==> src/rtl/gpio_intr_ctrl.sv <==
// GPIO input-interrupt controller: pad synchroniser, per-pin debounce, edge/level
// event detection, sticky status with software clear/set and one masked interrupt line.
module gpio_intr_ctrl #(
    parameter int NPIN     = 32,
    parameter int SYNC_STG = 2,
    parameter int DB_W     = 8
) (
    input  logic            mclk,
    input  logic            h_reset,
    input  logic [NPIN-1:0] pad_gpio_in,
    input  logic [NPIN-1:0] cfg_gpio_dir_sel,
    input  logic [NPIN-1:0] cfg_gpio_posedge_int_sel,
    input  logic [NPIN-1:0] cfg_gpio_negedge_int_sel,
    input  logic [NPIN-1:0] cfg_gpio_level_sel,
    input  logic [NPIN-1:0] cfg_gpio_int_mask,
    input  logic [NPIN-1:0] cfg_gpio_db_en,
    input  logic [DB_W-1:0] cfg_gpio_db_limit,
    input  logic [NPIN-1:0] cfg_gpio_int_clr,
    input  logic [NPIN-1:0] cfg_gpio_int_set,
    output logic [NPIN-1:0] gpio_data_in,
    output logic [NPIN-1:0] gpio_int_stat,
    output logic            gpio_intr
);

    localparam int ARM_W = $clog2(SYNC_STG + 2);

    logic [NPIN-1:0]  sync_q [SYNC_STG];
    logic [NPIN-1:0]  sync_w;
    logic [NPIN-1:0]  filt_q, filt_d;
    logic [NPIN-1:0]  prev_q;
    logic [DB_W-1:0]  cnt_q [NPIN];
    logic [DB_W-1:0]  cnt_d [NPIN];
    logic [ARM_W-1:0] arm_cnt_q;
    logic             arm_q;
    logic [NPIN-1:0]  ev_edge_w, ev_lvl_w, ev_w;
    logic [NPIN-1:0]  stat_q, stat_d;
    logic             intr_q, intr_d;

    assign sync_w = sync_q[SYNC_STG-1];

    always_ff @(posedge mclk or posedge h_reset) begin
        if (h_reset) begin
            for (int s = 0; s < SYNC_STG; s++) sync_q[s] <= '0;
        end else begin
            sync_q[0] <= pad_gpio_in;
            for (int s = 1; s < SYNC_STG; s++) sync_q[s] <= sync_q[s-1];
        end
    end

    // A pin's filtered value moves only after limit+1 consecutive mismatching cycles;
    // ">=" keeps a count that overshot a lowered limit from stalling.
    always_comb begin
        filt_d = filt_q;
        for (int i = 0; i < NPIN; i++) begin
            cnt_d[i] = cnt_q[i];
            if (!cfg_gpio_db_en[i]) begin
                filt_d[i] = sync_w[i];
                cnt_d[i]  = '0;
            end else if (sync_w[i] == filt_q[i]) begin
                cnt_d[i] = '0;
            end else if (cnt_q[i] >= cfg_gpio_db_limit) begin
                filt_d[i] = sync_w[i];
                cnt_d[i]  = '0;
            end else begin
                cnt_d[i] = cnt_q[i] + DB_W'(1);
            end
        end
    end

    always_ff @(posedge mclk or posedge h_reset) begin
        if (h_reset) begin
            filt_q <= '0;
            prev_q <= '0;
            for (int i = 0; i < NPIN; i++) cnt_q[i] <= '0;
        end else begin
            filt_q <= filt_d;
            prev_q <= filt_q;
            for (int i = 0; i < NPIN; i++) cnt_q[i] <= cnt_d[i];
        end
    end

    // Hold off events until the synchroniser, filter and prev stages all carry pad data.
    always_ff @(posedge mclk or posedge h_reset) begin
        if (h_reset) begin
            arm_cnt_q <= ARM_W'(SYNC_STG + 1);
            arm_q     <= 1'b0;
        end else if (!arm_q) begin
            if (arm_cnt_q == '0) arm_q <= 1'b1;
            else                 arm_cnt_q <= arm_cnt_q - ARM_W'(1);
        end
    end

    assign ev_edge_w = (cfg_gpio_posedge_int_sel & ~prev_q &  filt_q)
                     | (cfg_gpio_negedge_int_sel &  prev_q & ~filt_q);
    assign ev_lvl_w  = (cfg_gpio_posedge_int_sel &  filt_q)
                     | (cfg_gpio_negedge_int_sel & ~filt_q);
    assign ev_w      = ((cfg_gpio_level_sel & ev_lvl_w) | (~cfg_gpio_level_sel & ev_edge_w))
                     & ~cfg_gpio_dir_sel & {NPIN{arm_q}};

    assign stat_d = (stat_q & ~cfg_gpio_int_clr) | ev_w | cfg_gpio_int_set;
    assign intr_d = |(stat_q & cfg_gpio_int_mask);

    always_ff @(posedge mclk or posedge h_reset) begin
        if (h_reset) begin
            stat_q <= '0;
            intr_q <= 1'b0;
        end else begin
            stat_q <= stat_d;
            intr_q <= intr_d;
        end
    end

    assign gpio_data_in  = filt_q;
    assign gpio_int_stat = stat_q;
    assign gpio_intr     = intr_q;

endmodule
==> config.mk <==
export PLATFORM = sky130hd
export DESIGN_NAME = gpio_intr_ctrl
export DESIGN_NICKNAME = d
export VERILOG_FILES = /design/src/rtl/gpio_intr_ctrl.sv
export SDC_FILE = /design/constraint.sdc
export NUM_CORES = 1
export LEC_CHECK = 0
export BUFFER_PORTS_ARGS = -buffer_cell sky130_fd_sc_hd__buf_2
export CAP_MARGIN = 20
export CORE_AREA = 2 2 270 206
export DETAILED_ROUTE_END_ITERATION = 6
export DIE_AREA = 0 0 272 208
export PLACE_DENSITY_LB_ADDON = 0.05
export SYNTH_ARGS = -nofsm -noshare
export SYNTH_HDL_FRONTEND = slang
export SYNTH_SLANG_ARGS = --single-unit
==> constraint.sdc <==
create_clock -name mclk -period 25.6 [get_ports mclk]
set_clock_uncertainty 0.2 [all_clocks]
set_input_delay 1.28 -clock mclk [delete_from_list [all_inputs] [get_ports mclk]]
set_output_delay 1.28 -clock mclk [all_outputs]
set_load 0.05 [all_outputs]
==> summary.md, run 1 <==
| Metric | Value |
|---|---|
| Status | `finished clean` |
| Post-DP HPWL | `42100 um` |
| Crit path max fanout | `32` |
| Synth Net Count | `2827` |
| Vias in the first global route | `18600` |
| Routed WL | `61200 um` |
| Yosys warns | `0` |
| Reg clk slew, reported paths | `0.06 ns` |
| Max Cap Violations | `0` |
| Synth-to-Final Area Change | `18.0%` |
| DR WL/cell | `17.9 um` |
| Fin. Hold Viols | `0` |
| Cells after Synth | `2240` |
| Post-synthesis cell area | `24000 um2` |
| Post-synth EDFFs | `0` |
| I/O pin cnt | `363` |
| Die Y | `208 um` |
| Critical path class | `in2reg` |
| Top delay family on crit path | `buffers and inverters` |
| Setup WS post-layout | `22.35 ns` |
| Biggest area consumer among synthesized cells | `dfrtp_1` |
| Initial antenna violation count | `1` |
| CTS Buf Count | `45` |
| # Post-CTS Setup Buffers | `0` |
| Fin Setup TNS | `0 ns` |
| Final Max Tran Viols | `0` |
| WP buf/inv | `3` |
| FF+latch count, synth | `420` |
| Final ANT Viol Nets | `0` |
| Port Buffer Count | `362` |
| Top cells by area, synth | `dfrtp_1, ha_1, xor2_1, nand3_1, nand2b_1` |
| H-tree depth | `2` |
| Final layout net count | `3244` |
| Minimum clock period | `3.25 ns` |
| Worst-Margin Slew | `0.992 ns` |
| Commonest cells in the netlist | `dfrtp_1, ha_1, xor2_1` |
| Global route overflow | `0` |
| RSZ-0062 raised after global routing | `false` |
| DR DRC count | `0` |
| Die width | `272 um` |
| Total track usage | `21.7%` |
| Final period utilization | `12.7%` |
| Starting density of the core | `44.6%` |
| Row count | `74` |
| Final setup fails | `0` |
| Share of cells above drive strength 1 | `20.6%` |
| Setup crit end kind | `flip-flop` |
| Number of DRC markers in iteration 0 | `1062` |
| FF+latch area | `10500 um2` |
| Die area | `56600 um2` |
| Startpoint Class | `input pin` |
| Root Driver | `clkbuf_16` |
| Antenna cells | `0` |
| Leak | `0.0138 uW` |
| Async S/R FF share, synth | `100%` |
| Core area | `53800 um2` |
| Crit path cell chain | `buf_2, inv_2, buf_4, ha_1, and4_4, a2111oi_4, o31ai_1, mux2_1` |
| Worst path slowest cell | `buf_4` |
| Largest net degree at the start of global routing | `151` |
| First-pass GRT wire length | `99300 um` |
| Dominant synthesized flop cell | `dfrtp_1` |
| PD cells | `56.8 nW/um2` |
| Avg Vias per Cell | `5.36` |
| GPL Wtd Cong | `0.829` |
| Peak VDD IR | `0.0428 mV` |
| Syn avg cell area | `10.7 um2` |
| Most common cell in the synthesized netlist | `dfrtp_1` |
| Yosys top cell area share | `43.6%` |
| Dpl ws | `21.31 ns` |
| Post-synthesis sequential area ratio | `43.8%` |
| Data required, critical path | `25.84 ns` |
| Netlist cell types | `35` |
| Rel. slew slack | `33.6%` |
| Slowest Stage Delay on Critical Path | `0.57 ns` |
| Cts repair resizes | `0` |
| # fillers | `4843` |
| Hold Path Class | `reg2reg` |
| R2R Setup Slk | `23.38 ns` |
| Via count | `18300` |
| Post-CTS Hold Fix Bufs | `0` |
| Fmax | `308 MHz` |
| Area of the multi-input gates | `13000 um2` |
| Clock Tree Buf Depth | `3` |
| Router iterations before antenna repair | `5` |
| Critical Path AT | `3.49 ns` |
| Worst-skew pair later-pin latency | `0.58 ns` |
| Sink Count | `420` |
| CTS tree | `yes` |
state kept, by name, summed over array words and instances, names as in the netlist:
signal	flops
arm_cnt_q	2
cnt_q	256
prev_q	32
gpio_int_stat	32
sync_w	32
sync_q	32
gpio_intr	1
arm_q	1
gpio_data_in	32
cells by family after synthesis:
kind of cell	share of synthesized area (%)
mux	0.563
xor+xnor	8.21
flops	43.8
compound gates	12.7
buf+inv	1.91
simple gates	17.7
fa+ha+maj	15.1
placed cells by master (no fill, tap or decap), types with 85 or more instances in the layout:
master	n
dfrtp_1	417
and3_1	100
ha_1	289
o21ai_0	85
nor3_1	142
nor2_1	144
nand2b_1	116
xor2_1	186
nand3_1	176
buf_2	362
inv_1	110
worst register-to-register path, stage by stage, from the launching register on:
cell       delay [ns]
dfrtp_1          0.47
inv_1            0.08
ha_1             0.26
nand2b_1         0.15
a2111oi_2        0.50
o31ai_1          0.14
mux2_1           0.32
cell type report:
class	count	share of cell area (%)
Clock buffer	72	4.70
Clock inverter	9	0.526
Inverter	118	1.59
Multi-Input combinational cell	1698	46.0
Sequential cell	420	37.1
Tap cell	722	3.19
Timing Repair Buffer	374	6.83
metrics by stage:
| stage | power [uW] | cells | hold slack, ns | util [%] | cell area (um2) |
|---|---|---|---|---|---|
| global placement | 949 | 3331 | 0.133 | 49.8 | 26800 |
| finish | 1610 | 3413 | 0.143 | 52.6 | 28300 |
| global route | 1690 | 3413 | 0.153 | 52.6 | 28300 |
| floorplan | 870 | 2240 | 0.131 | - | 24000 |
| CTS | 1630 | 3412 | 0.148 | 52.6 | 28300 |
| detailed placement | 957 | 3331 | 0.136 | 49.8 | 26800 |
layer usage:
metal	GRT usage [%]	vias to the layer above	wire, um
met5	0	-	11
met4	5.29	2	1290
met3	3.12	95	2240
met2	35.4	303	28400
met1	30.3	8907	29200
li1	-	8971	-
report_power, final:
part | switching (uW) | internal, uW
clock | 269 | 395
sequential | 35.7 | 692
combinational | 137 | 77.5
path summary, 6_finish.rpt:
check | from | end | depth (start not counted)
setup / recovery | cfg_gpio_db_limit[7] | gpio_data_in[5]$_DFFE_PP0P_ | 8
hold / removal | sync_q[33]$_DFF_PP0_ | sync_w[1]$_DFF_PP0_ | 0
setup reg to reg | cnt_q[8]$_DFF_PP0_ | gpio_data_in[30]$_DFFE_PP0P_ | 6
hold reg to reg | sync_q[33]$_DFF_PP0_ | sync_w[1]$_DFF_PP0_ | 0
max in group asynchronous | h_reset | cnt_q[33]$_DFF_PP0_ | 5
min in group asynchronous | h_reset | sync_q[34]$_DFF_PP0_ | 2
Power figures use the tool's default switching activity.
==> run 2: changes to the inputs <==
==> constraint.sdc (replaced) <==
create_clock -name mclk -period 3.2 [get_ports mclk]
set_clock_uncertainty 0.2 [all_clocks]
set_input_delay 0.16 -clock mclk [delete_from_list [all_inputs] [get_ports mclk]]
set_output_delay 0.16 -clock mclk [all_outputs]
set_load 0.05 [all_outputs]
==> run 2 against run 1 <==
Clock power grew to 8.0 times the previous value; design area is 7.1% higher; critical endpoint is now gpio_intr$_DFF_PP0_; die area stayed put; power grew to 8.2 times the previous value; critical path depth is 2 lower; highest routed layer is now met4; count of clock-buffer cells in the layout is 10 lower; sequential cell count stayed put; non-clock buffer count is 189 higher.
==> summary.md, run 2 (same netlist as run 1, synthesis figures left out) <==
| Metric | Value |
|---|---|
| Final Max Tran Viols | `0` |
| Most common cell after layout, fill and taps aside | `dfrtp_1` |
| Critical Path AT | `3.35 ns` |
| Final layout net count | `3433` |
| Hold Path Class | `in2reg` |
| Worst-Margin Slew | `0.893 ns` |
| Top reg by flops | `cnt_q` |
| Pwr Total | `13100 uW` |
| Port Buffer Count | `362` |
| Synth-to-Final Area Change | `26.3%` |
| Status | `finished clean` |
| Max Cap Violations | `0` |
| Setup crit end kind | `flip-flop` |
| M1 GR Usage | `31.3%` |
| Die Y | `208 um` |
| Avg Vias per Cell | `5.32` |
| Routed WL | `63100 um` |
| Design Area, Final | `30300 um2` |
| Area post-placement | `27100 um2` |
| Root Driver | `clkbuf_16` |
| Startpoint Class | `flip-flop` |
| Dpl ws | `0.716 ns` |
| Met3 Use GR | `2.87%` |
| Crit path max fanout | `2` |
| Total track usage | `22.3%` |
| Cell Count Post-Placement | `3346` |
| Router iterations before antenna repair | `5` |
| Share of cells above drive strength 1 | `20.3%` |
| Final setup fails | `0` |
| DR DRC count | `0` |
| Met2 Use GR | `36.7%` |
| H-tree depth | `2` |
| Final ANT Viol Nets | `0` |
| Max reg flops | `256` |
| Post-DP HPWL | `44800 um` |
| Final core utilization | `56.4%` |
| First-pass GRT wire length | `102000 um` |
| Largest net degree at the start of global routing | `106` |
| Data required, critical path | `3.45 ns` |
| Global route overflow | `0` |
| CTS tree | `yes` |
| Vias in the first global route | `19300` |
| Worst-skew pair later-pin latency | `0.58 ns` |
| Grt peak-use layer | `met2` |
| Core area | `53800 um2` |
| Most frequent cells in the layout | `dfrtp_1, buf_2, ha_1` |
| Reg clk slew, reported paths | `0.06 ns` |
| Rel. slew slack | `40.5%` |
| Number of DRC markers in iteration 0 | `932` |
| Die width | `272 um` |
| RSZ-0062 raised after global routing | `false` |
| Minimum clock period | `3.09 ns` |
| Clock Tree Buf Depth | `3` |
| I/O pin cnt | `363` |
| Setup WS post-layout | `0.106 ns` |
| Post-route insts no fill | `3604` |
| Row count | `74` |
| Final period utilization | `96.7%` |
| DR WL/cell | `17.5 um` |
| Antenna cells | `0` |
| Initial antenna violation count | `5` |
| Starting density of the core | `44.6%` |
| Critical path class | `reg2reg` |
| Fin. Hold Viols | `0` |
| GPL Wtd Cong | `0.847` |
| Leak | `0.0146 uW` |
| Die area | `56600 um2` |
| CTS Buf Count | `45` |
| Fmax | `323 MHz` |
| Sink Count | `420` |
| Peak VDD IR | `0.386 mV` |
| Via count | `19200` |
| PD cells | `433 nW/um2` |
-- run 2: layer usage --
metal  up-vias  wire (um)
met5         -          0
met4         0       1380
met3        92       2410
met2       314      29500
met1      9411      29800
li1       9353          -
-- run 2: critical path, stage by stage (launching register included) --
cell	delay, ns
dfrtp_2	0.44
a22oi_2	0.17
dlygate4sd3_1	0.58
nand4_1	0.07
dlygate4sd3_1	0.57
or4_1	0.38
dlygate4sd3_1	0.56
-- run 2: metrics by stage --
stage,setup TNS [ns],hold WS [ns]
3_3_place_gp,0,0.0260
5_1_grt,0,0.0172
4_1_cts,0,0.00118
6_report,0,0.0266
2_1_floorplan,-1182.90,-0.00857
3_5_place_dp,0,0.0323
-- run 2: layout make-up --
cell class                      instances  area [um2]
Fill cell                            4645       23500
Multi-Input combinational cell       1698       13000
Sequential cell                       420       10500
Timing Repair Buffer                  563        3920
Clock buffer                           62        1310
Tap cell                              722         903
Inverter                              118         447
Clock inverter                         21         191
-- run 2: final timing paths --
check	from	end	slack [ns]	cells after the start
worst max-delay path	gpio_int_stat[18]$_DFF_PP0_	gpio_intr$_DFF_PP0_	0.11	6
worst min-delay path	pad_gpio_in[26]	sync_q[58]$_DFF_PP0_	0.03	2
worst max register to register	gpio_int_stat[18]$_DFF_PP0_	gpio_intr$_DFF_PP0_	0.11	6
worst min register to register	sync_q[46]$_DFF_PP0_	sync_w[14]$_DFF_PP0_	0.15	0
max in group asynchronous	h_reset	prev_q[9]$_DFF_PP0_	1.20	5
min in group asynchronous	h_reset	prev_q[1]$_DFF_PP0_	0.58	4
-- run 2: report_power, final --
part | total, uW | switching [uW] | internal, uW | leakage, uW
Combinational | 1950 | 1140 | 813 | 0.00844
Sequential | 5820 | 287 | 5540 | 0.00542
Clock | 5350 | 2240 | 3110 | 0.000747
Total | 13100 | 3670 | 9460 | 0.0146
-- run 2: what timing repair did --
| action | 4_1_cts | 5_1_grt |
|---|---|---|
| setup endpoints to repair | 0 | 1 |
| resized for setup | 0 | 3 |
| hold buffers | 174 | 0 |
| endpoints found under the hold margin | 625 | 0 |
| buffers inserted | 0 | 1 |
